==> src/rtl/model_lstm_pkg.sv <==
// Shared types and helpers for the LSTM input-vector feeder.
// Holds the feeder FSM state encoding, the zero data word and the address-width helper.
package model_lstm_pkg;

    typedef enum logic [1:0] {
        IDLE  = 2'd0,
        ISSUE = 2'd1,
        WAIT  = 2'd2,
        END   = 2'd3
    } state_t;

    localparam logic [63:0] ZERO_DATA = 64'd0;

    // Width needed to count 0..depth inclusive (write count reaches depth when full).
    function automatic int addr_size(input int depth);
        return $clog2(depth + 1);
    endfunction

endpackage

==> src/rtl/model_lstm_vector_feeder_if.sv <==
// Host-load, run-control and element-stream signals of the vector feeder.
// The feeder uses the slave view; the host/consumer side uses the master view.
interface model_lstm_vector_feeder_if #(
    parameter int DATA_SIZE = 64
);

    logic                 LOAD_ENABLE;
    logic [DATA_SIZE-1:0] LOAD_DATA;
    logic                 CLEAR;
    logic                 LOAD_FULL;
    logic [DATA_SIZE-1:0] SIZE_IN;
    logic                 START;
    logic                 READY;
    logic                 DONE;
    logic                 ERROR;
    logic                 X_IN_ENABLE;
    logic [DATA_SIZE-1:0] X_IN;
    logic                 X_OUT_ENABLE;

    modport master (
        output LOAD_ENABLE, LOAD_DATA, CLEAR, SIZE_IN, START, X_OUT_ENABLE,
        input  LOAD_FULL, READY, DONE, ERROR, X_IN_ENABLE, X_IN
    );

    modport slave (
        input  LOAD_ENABLE, LOAD_DATA, CLEAR, SIZE_IN, START, X_OUT_ENABLE,
        output LOAD_FULL, READY, DONE, ERROR, X_IN_ENABLE, X_IN
    );

endinterface

==> src/rtl/model_lstm_feeder_ram.sv <==
// Vector buffer: DEPTH x DATA_SIZE, one synchronous write port, one asynchronous read port.
// Contents are intentionally not reset so a loaded vector survives for replay.
module model_lstm_feeder_ram #(
    parameter  int DATA_SIZE = 64,
    parameter  int DEPTH     = 64,
    localparam int AW        = $clog2(DEPTH)
) (
    input  logic                 CLK,
    input  logic                 i_we,
    input  logic [AW-1:0]        i_waddr,
    input  logic [DATA_SIZE-1:0] i_wdata,
    input  logic [AW-1:0]        i_raddr,
    output logic [DATA_SIZE-1:0] o_rdata
);

    logic [DATA_SIZE-1:0] r_mem [DEPTH];

    always_ff @(posedge CLK) begin
        if (i_we) begin
            r_mem[i_waddr] <= i_wdata;
        end
    end

    assign o_rdata = r_mem[i_raddr];

endmodule

==> src/rtl/model_lstm_vector_feeder.sv <==
// Upstream feeder for the LSTM controller X_IN channel: buffers one host-written vector
// and streams SIZE_IN elements per START with a strobe/acknowledge element handshake.
module model_lstm_vector_feeder
    import model_lstm_pkg::*;
#(
    parameter int DATA_SIZE    = 64,
    parameter int CONTROL_SIZE = 4,
    parameter int DEPTH        = 64
) (
    input  logic                          CLK,
    input  logic                          RST,
    model_lstm_vector_feeder_if.slave     bus
);

    localparam int ADDR_SIZE = addr_size(DEPTH);
    localparam int AW        = $clog2(DEPTH);

    if (DEPTH < 2 || CONTROL_SIZE < 1) begin : g_bad_params
        $error("model_lstm_vector_feeder: DEPTH must be >= 2 and CONTROL_SIZE >= 1");
    end

    state_t                 r_state;
    state_t                 w_next_state;
    logic [ADDR_SIZE-1:0]   r_wr_cnt;
    logic [ADDR_SIZE-1:0]   w_wr_cnt_nxt;
    logic [AW-1:0]          r_rd_ptr;
    logic [AW-1:0]          r_last;
    logic                   r_ready;
    logic                   r_done;
    logic                   r_error;
    logic                   r_x_in_en;
    logic [DATA_SIZE-1:0]   r_x_in;
    logic                   r_load_full;

    logic                   w_in_idle;
    logic                   w_full;
    logic                   w_wr;
    logic                   w_start_bad;
    logic                   w_start_acc;
    logic                   w_start_rej;
    logic                   w_ack;
    logic                   w_last;
    logic [DATA_SIZE-1:0]   w_rd_data;

    assign w_in_idle   = (r_state == IDLE);
    assign w_full      = (r_wr_cnt == ADDR_SIZE'(DEPTH));
    assign w_wr        = w_in_idle && bus.LOAD_ENABLE && !bus.CLEAR && !w_full;
    // Length check is against the count before any same-cycle write lands.
    assign w_start_bad = (bus.SIZE_IN == '0) || (bus.SIZE_IN > DATA_SIZE'(r_wr_cnt));
    assign w_start_acc = w_in_idle && bus.START && !w_start_bad;
    assign w_start_rej = w_in_idle && bus.START && w_start_bad;
    assign w_ack       = (r_state == WAIT) && bus.X_OUT_ENABLE;
    assign w_last      = (r_rd_ptr == r_last);

    model_lstm_feeder_ram #(
        .DATA_SIZE (DATA_SIZE),
        .DEPTH     (DEPTH)
    ) u_ram (
        .CLK     (CLK),
        .i_we    (w_wr),
        .i_waddr (r_wr_cnt[AW-1:0]),
        .i_wdata (bus.LOAD_DATA),
        .i_raddr (r_rd_ptr),
        .o_rdata (w_rd_data)
    );

    always_comb begin
        w_wr_cnt_nxt = r_wr_cnt;
        if (w_in_idle && bus.CLEAR) begin
            w_wr_cnt_nxt = '0;
        end else if (w_wr) begin
            w_wr_cnt_nxt = r_wr_cnt + ADDR_SIZE'(1);
        end
    end

    always_comb begin
        w_next_state = r_state;
        case (r_state)
            IDLE:    if (w_start_acc) w_next_state = ISSUE;
            ISSUE:   w_next_state = WAIT;
            WAIT:    if (w_ack) w_next_state = w_last ? END : ISSUE;
            END:     w_next_state = IDLE;
            default: w_next_state = IDLE;
        endcase
    end

    always_ff @(posedge CLK or negedge RST) begin
        if (!RST) begin
            r_state     <= IDLE;
            r_wr_cnt    <= '0;
            r_rd_ptr    <= '0;
            r_last      <= '0;
            r_ready     <= 1'b1;
            r_done      <= 1'b0;
            r_error     <= 1'b0;
            r_x_in_en   <= 1'b0;
            r_x_in      <= DATA_SIZE'(ZERO_DATA);
            r_load_full <= 1'b0;
        end else begin
            r_state     <= w_next_state;
            r_wr_cnt    <= w_wr_cnt_nxt;
            r_load_full <= (w_wr_cnt_nxt == ADDR_SIZE'(DEPTH));
            r_error     <= w_start_rej;
            r_done      <= w_ack && w_last;
            r_x_in_en   <= (r_state == ISSUE);
            if (r_state == ISSUE) begin
                r_x_in <= w_rd_data;
            end
            if (w_start_acc) begin
                r_ready  <= 1'b0;
                r_rd_ptr <= '0;
                r_last   <= AW'(bus.SIZE_IN - DATA_SIZE'(1));
            end else if (r_state == END) begin
                r_ready  <= 1'b1;
            end
            if (w_ack && !w_last) begin
                r_rd_ptr <= r_rd_ptr + AW'(1);
            end
        end
    end

    assign bus.READY       = r_ready;
    assign bus.DONE        = r_done;
    assign bus.ERROR       = r_error;
    assign bus.X_IN_ENABLE = r_x_in_en;
    assign bus.X_IN        = r_x_in;
    assign bus.LOAD_FULL   = r_load_full;

endmodule
==> src/flat_wrapper.sv <==
// flat-port wrapper written by rule: the top's interface ports become plain ports
module model_lstm_vector_feeder_flat import model_lstm_pkg::*;
#(
    parameter int DATA_SIZE    = 64,
    parameter int CONTROL_SIZE = 4,
    parameter int DEPTH        = 64
)
  (CLK, RST, bus_LOAD_ENABLE, bus_LOAD_DATA, bus_CLEAR, bus_SIZE_IN, bus_START, bus_X_OUT_ENABLE, bus_LOAD_FULL, bus_READY, bus_DONE, bus_ERROR, bus_X_IN_ENABLE, bus_X_IN);
  model_lstm_vector_feeder_if #(.DATA_SIZE(DATA_SIZE)) bus_i ();
  input  logic CLK;
  input  logic RST;
  input wire logic [$bits(bus_i.LOAD_ENABLE)-1:0] bus_LOAD_ENABLE;
  input wire logic [$bits(bus_i.LOAD_DATA)-1:0] bus_LOAD_DATA;
  input wire logic [$bits(bus_i.CLEAR)-1:0] bus_CLEAR;
  input wire logic [$bits(bus_i.SIZE_IN)-1:0] bus_SIZE_IN;
  input wire logic [$bits(bus_i.START)-1:0] bus_START;
  input wire logic [$bits(bus_i.X_OUT_ENABLE)-1:0] bus_X_OUT_ENABLE;
  output wire logic [$bits(bus_i.LOAD_FULL)-1:0] bus_LOAD_FULL;
  output wire logic [$bits(bus_i.READY)-1:0] bus_READY;
  output wire logic [$bits(bus_i.DONE)-1:0] bus_DONE;
  output wire logic [$bits(bus_i.ERROR)-1:0] bus_ERROR;
  output wire logic [$bits(bus_i.X_IN_ENABLE)-1:0] bus_X_IN_ENABLE;
  output wire logic [$bits(bus_i.X_IN)-1:0] bus_X_IN;
  assign bus_i.LOAD_ENABLE = bus_LOAD_ENABLE;
  assign bus_i.LOAD_DATA = bus_LOAD_DATA;
  assign bus_i.CLEAR = bus_CLEAR;
  assign bus_i.SIZE_IN = bus_SIZE_IN;
  assign bus_i.START = bus_START;
  assign bus_i.X_OUT_ENABLE = bus_X_OUT_ENABLE;
  assign bus_LOAD_FULL = bus_i.LOAD_FULL;
  assign bus_READY = bus_i.READY;
  assign bus_DONE = bus_i.DONE;
  assign bus_ERROR = bus_i.ERROR;
  assign bus_X_IN_ENABLE = bus_i.X_IN_ENABLE;
  assign bus_X_IN = bus_i.X_IN;
  model_lstm_vector_feeder #(.DATA_SIZE(DATA_SIZE), .CONTROL_SIZE(CONTROL_SIZE), .DEPTH(DEPTH)) u_core (.CLK(CLK), .RST(RST), .bus(bus_i));
endmodule
==> config.mk <==
export PLATFORM = sky130hd
export DESIGN_NAME = model_lstm_vector_feeder_flat
export DESIGN_NICKNAME = d
export VERILOG_FILES = /design/src/rtl/model_lstm_pkg.sv /design/src/rtl/model_lstm_vector_feeder_if.sv /design/src/rtl/model_lstm_feeder_ram.sv /design/src/rtl/model_lstm_vector_feeder.sv /design/src/flat_wrapper.sv
export SDC_FILE = /design/constraint.sdc
export NUM_CORES = 2
export LEC_CHECK = 0
export CORE_ASPECT_RATIO = 0.75
export CORE_UTILIZATION = 60
export DETAILED_ROUTE_END_ITERATION = 16
export HOLD_SLACK_MARGIN = 0.05
export PLACE_DENSITY = 0.73
export SLEW_MARGIN = 20
export SYNTH_ARGS = -nofsm -noshare
export SYNTH_HDL_FRONTEND = slang
export SYNTH_SLANG_ARGS = --single-unit
==> constraint.sdc <==
create_clock -name CLK -period 6.6 [get_ports CLK]
set_input_delay 0.99 -clock CLK [delete_from_list [all_inputs] [get_ports CLK]]
set_output_delay 0.99 -clock CLK [all_outputs]
set_load 0.05 [all_outputs]
==> Flow_metrics.wiki <==
{| class="wikitable"
! Metric !! Value
|-
| Result of the run || finished clean
|-
| Least-Margin Pin Slew || 1.26 ns
|-
| Simple-gate area share of the yosys netlist || 1.94%
|-
| H-Tree Depth || 5
|-
| Count of instances resized after the clock tree is built || 0
|-
| Final WL || 465000 um
|-
| Clock network latency to the later pin of the worst-skew pair || 0.91 ns
|-
| Final hold violation count || 0
|-
| Vias || 84111
|-
| Worst max-slew margin expressed relative to the limit || 15.8%
|-
| Maximum number of pins on one net before global-route repair || 137
|-
| Area of the die || 270000 um2
|-
| Area share of the largest cell type after synthesis || 76.6%
|-
| Site Rows || 164
|-
| Count of buffers from port buffering || 202
|-
| # setup viols final || 0
|-
| Leftover overflow at the end of global routing || 0
|-
| Area Growth Syn to Fin || 12.0%
|-
| Leakage power || 56.6 nW
|-
| RD Place Congestion || 0.876
|-
| Most common library cells after synthesis || sky130_fd_sc_hd__edfxtp_1 (4096), sky130_fd_sc_hd__mux4_2 (835), sky130_fd_sc_hd__mux2i_1 (347), sky130_fd_sc_hd__nand2_1 (256), sky130_fd_sc_hd__o22ai_1 (178)
|-
| Warnings, synthesis || 0
|-
| Worst voltage drop across the vdd grid || 0.358 mV
|-
| Initial drt markers || 15664
|-
| Clock root buffer || sky130_fd_sc_hd__clkbuf_16
|-
| Number of standard cells after synthesis || 7381
|-
| Final worst hold slack || 0.0944 ns
|-
| Sum of net half-perimeters after detailed placement || 265000 um
|-
| Multiplexer area fraction after synthesis || 15.0%
|-
| Setup TNS || 0 ns
|-
| Number of routed nets with antenna violations || 0
|-
| Most frequent cell after synthesis || sky130_fd_sc_hd__edfxtp_1
|-
| Fraction of layout cells with a size suffix above 1 || 24.8%
|-
| Top flip-flop cell by instance count after synthesis || sky130_fd_sc_hd__edfxtp_1
|-
| Number of nets at the end of the flow || 7984
|-
| Highest Clock Rate || 219 MHz
|-
| Power per unit of standard cell area || 391 nW/um2
|-
| Xor/xnor cell area share of the yosys netlist || 0.0764%
|-
| Cell types occupying the most area after synthesis || sky130_fd_sc_hd__edfxtp_1 (77%), sky130_fd_sc_hd__mux4_2 (12%), sky130_fd_sc_hd__mux2i_1 (2.2%)
|-
| Worst Path Max Fanout || 35
|-
| Horizontal extent of the die || 599 um
|-
| Clock tree from TritonCTS || done
|-
| Path type of the worst min-delay path || in2async
|-
| Number of slew-limit violations in the final report || 0
|-
| Post-synthesis adder-cell area fraction || 0.0935%
|-
| Top Ports || 203
|-
| Cell Area, Placed || 168000 um2
|-
| Detailed-route wire length per cell || 39.7 um
|-
| Core box area || 266000 um2
|-
| Data arrival time of the critical path || 5.13 ns
|-
| Flop and latch count out of synthesis || 4186
|-
| Max-cap viol count || 0
|-
| Register clock-pin slew on the reported worst setup and hold paths || 0.06 ns
|-
| Number of flops mapped to enable cells by yosys || 4096
|-
| Post-route clock period utilization || 69.3%
|-
| FFs w/ async S/R, synth || 2.15%
|-
| Syn_area_per_cell || 21.8 um2
|-
| Vias per Instance || 7.17
|-
| Final core occ || 67.6%
|-
| Number of antenna violations at the first check in global routing || 40
|-
| Layout Skew || 0.0398 ns
|-
| Number of buffers inserted to repair setup after CTS || 0
|-
| Combined area of the multi-input logic cells || 33300 um2
|-
| Critical path type || reg2reg
|-
| Number of hold buffers added after cts || 0
|-
| Portion of the post-synthesis area used by sequential elements || 78.0%
|-
| Largest family of logic cells by synthesized area || multiplexers
|-
| Detailed-routing iteration count for the pre-antenna-repair pass || 6
|-
| Wire length of the first global-routing pass || 640000 um
|-
| Required time at the endpoint of the critical path || 7.15 ns
|-
| Global-route total usage across every layer || 34.5%
|-
| Kind of end point of the critical path || flop
|-
| Nets in the synthesized netlist || 7527
|-
| Final design instance area without fill || 180000 um2
|-
| Layout fillers || 16258
|-
| Initial cell density of the core || 60.3%
|-
| Fraction of the mapped netlist area in compound gates || 3.32%
|-
| Post-synthesis cell type with the largest combined area || sky130_fd_sc_hd__edfxtp_1
|-
| Number of buffers created by CTS || 380
|-
| Cell area after synthesis || 161000 um2
|-
| TritonCTS Sinks || 4186
|-
| Overall die height || 450 um
|-
| Unrepaired setup endpoints after global routing || no
|-
| Area of all sequential standard cells || 125000 um2
|-
| Synth unique cells || 80
|-
| CP startpoint kind || flop
|-
| Vias in the first global route || 81368
|-
| # DRC || 0
|-
| Final critical-path required period || 4.57 ns
|-
| Maximum buffer depth of the clock tree || 4
|}
-- cell families (layout without fill, tap and decap cells) --
group | count (synthesis) | after routing
AND/OR/NAND/NOR | 670 | 670
adder cells (fa/ha/maj) | 12 | 12
buffers and inverters | 432 | 1196
multiplexers | 1335 | 1335
AO/OA/AOI/OAI | 732 | 732
other | 0 | 14
XOR/XNOR | 14 | 14
flip-flops | 4186 | 4186
-- per-layer routing --
metal	part of all wire, %	global-route usage, %	vias up
met2	44	49.4	7080
met5	0.049	0	-
met3	15	10.5	1073
met1	36	50.2	43867
li1	-	-	32057
met4	4.8	14.2	34
-- critical path, stage by stage, from the launching register on --
cell and delay [ns]:
sky130_fd_sc_hd__dfrtp_1 0.50, sky130_fd_sc_hd__or3_1 0.84, sky130_fd_sc_hd__o31ai_1 0.30, sky130_fd_sc_hd__nor2_1 0.34, sky130_fd_sc_hd__nand3_1 0.64, sky130_fd_sc_hd__nor2_4 1.08
sky130_fd_sc_hd__buf_12 0.39
-- cell usage in the layout, fill, tap and decap left out, types with 23 or more instances in the layout --
master / instances
sky130_fd_sc_hd__bufinv_16: 34
sky130_fd_sc_hd__buf_2: 57
sky130_fd_sc_hd__o31ai_1: 35
sky130_fd_sc_hd__nand2b_1: 23
sky130_fd_sc_hd__nor2_4: 68
sky130_fd_sc_hd__mux4_2: 835
sky130_fd_sc_hd__nand3_1: 53
sky130_fd_sc_hd__o21ai_0: 26
sky130_fd_sc_hd__nor3_1: 59
sky130_fd_sc_hd__edfxtp_1: 4096
sky130_fd_sc_hd__mux2_2: 149
sky130_fd_sc_hd__o22ai_1: 178
sky130_fd_sc_hd__a31oi_1: 31
sky130_fd_sc_hd__mux2i_1: 347
sky130_fd_sc_hd__a21oi_1: 69
sky130_fd_sc_hd__a22o_1: 26
sky130_fd_sc_hd__nor2b_1: 24
sky130_fd_sc_hd__clkinv_2: 78
sky130_fd_sc_hd__a22oi_1: 127
sky130_fd_sc_hd__clkbuf_1: 75
sky130_fd_sc_hd__buf_12: 50
sky130_fd_sc_hd__nor2_1: 63
sky130_fd_sc_hd__a211oi_1: 30
sky130_fd_sc_hd__dfrtp_1: 84
sky130_fd_sc_hd__clkinv_1: 67
sky130_fd_sc_hd__nand2_1: 255
sky130_fd_sc_hd__or3_1: 38
sky130_fd_sc_hd__buf_4: 244
sky130_fd_sc_hd__clkdlybuf4s50_1: 139
sky130_fd_sc_hd__clkbuf_16: 390
-- worst paths after layout --
kind	slack, ns	end	startpoint	depth (start not counted)
worst max-delay path	2.03	u_core.u_ram.r_mem[14][30]$_DFFE_PP_	u_core.r_wr_cnt[3]$_DFF_PN0_	6
worst min-delay path	0.09	u_core.bus.X_IN[20]$_DFFE_PN0P_	RST	1
worst max register to register	2.03	u_core.u_ram.r_mem[14][30]$_DFFE_PP_	u_core.r_wr_cnt[3]$_DFF_PN0_	6
worst min register to register	0.53	u_core.r_last[5]$_DFFE_PN0P_	u_core.r_last[5]$_DFFE_PN0P_	1
max in group asynchronous	5.05	u_core.bus.X_IN[34]$_DFFE_PN0P_	RST	2
min in group CLK	0.53	u_core.r_last[5]$_DFFE_PN0P_	u_core.r_last[5]$_DFFE_PN0P_	1
-- registers in the layout, summed over array words and instances, names as in the netlist --
name	cells
u_core.bus.DONE	1
u_core.bus.ERROR	1
u_core.bus.LOAD_FULL	1
u_core.bus.READY	1
u_core.bus.X_IN	64
u_core.bus.X_IN_ENABLE	1
u_core.r_last	6
u_core.r_rd_ptr	6
u_core.r_state	2
u_core.r_wr_cnt	7
u_core.u_ram.r_mem	4096
-- per-stage QoR --
step	setup slack [ns]	total power [mW]	std cells
after floorplan	1.23	42.3	7381
after global placement	1.33	48.4	11025
after detailed placement	1.30	48.6	11025
after CTS	2.22	70.1	11714
after global routing	1.88	71.8	11715
final	2.03	70.2	11728
-- cell type report --
type | count | share of cell area (%)
Sequential cell | 4186 | 69.7
Multi-Input combinational cell | 2763 | 18.5
Clock buffer | 479 | 5.69
Timing Repair Buffer | 491 | 2.51
Tap cell | 3569 | 2.48
Clock inverter | 210 | 1.08
Inverter | 16 | 0.0376
Antenna cell | 14 | 0.0195
-- power by group --
part           switching (mW)  internal, mW  total, mW
sequential              0.720          29.4       30.1
combinational            11.1          7.14       18.2
clock                    9.60          12.3       21.9
Note: power is estimated with default switching activity, not from simulation.
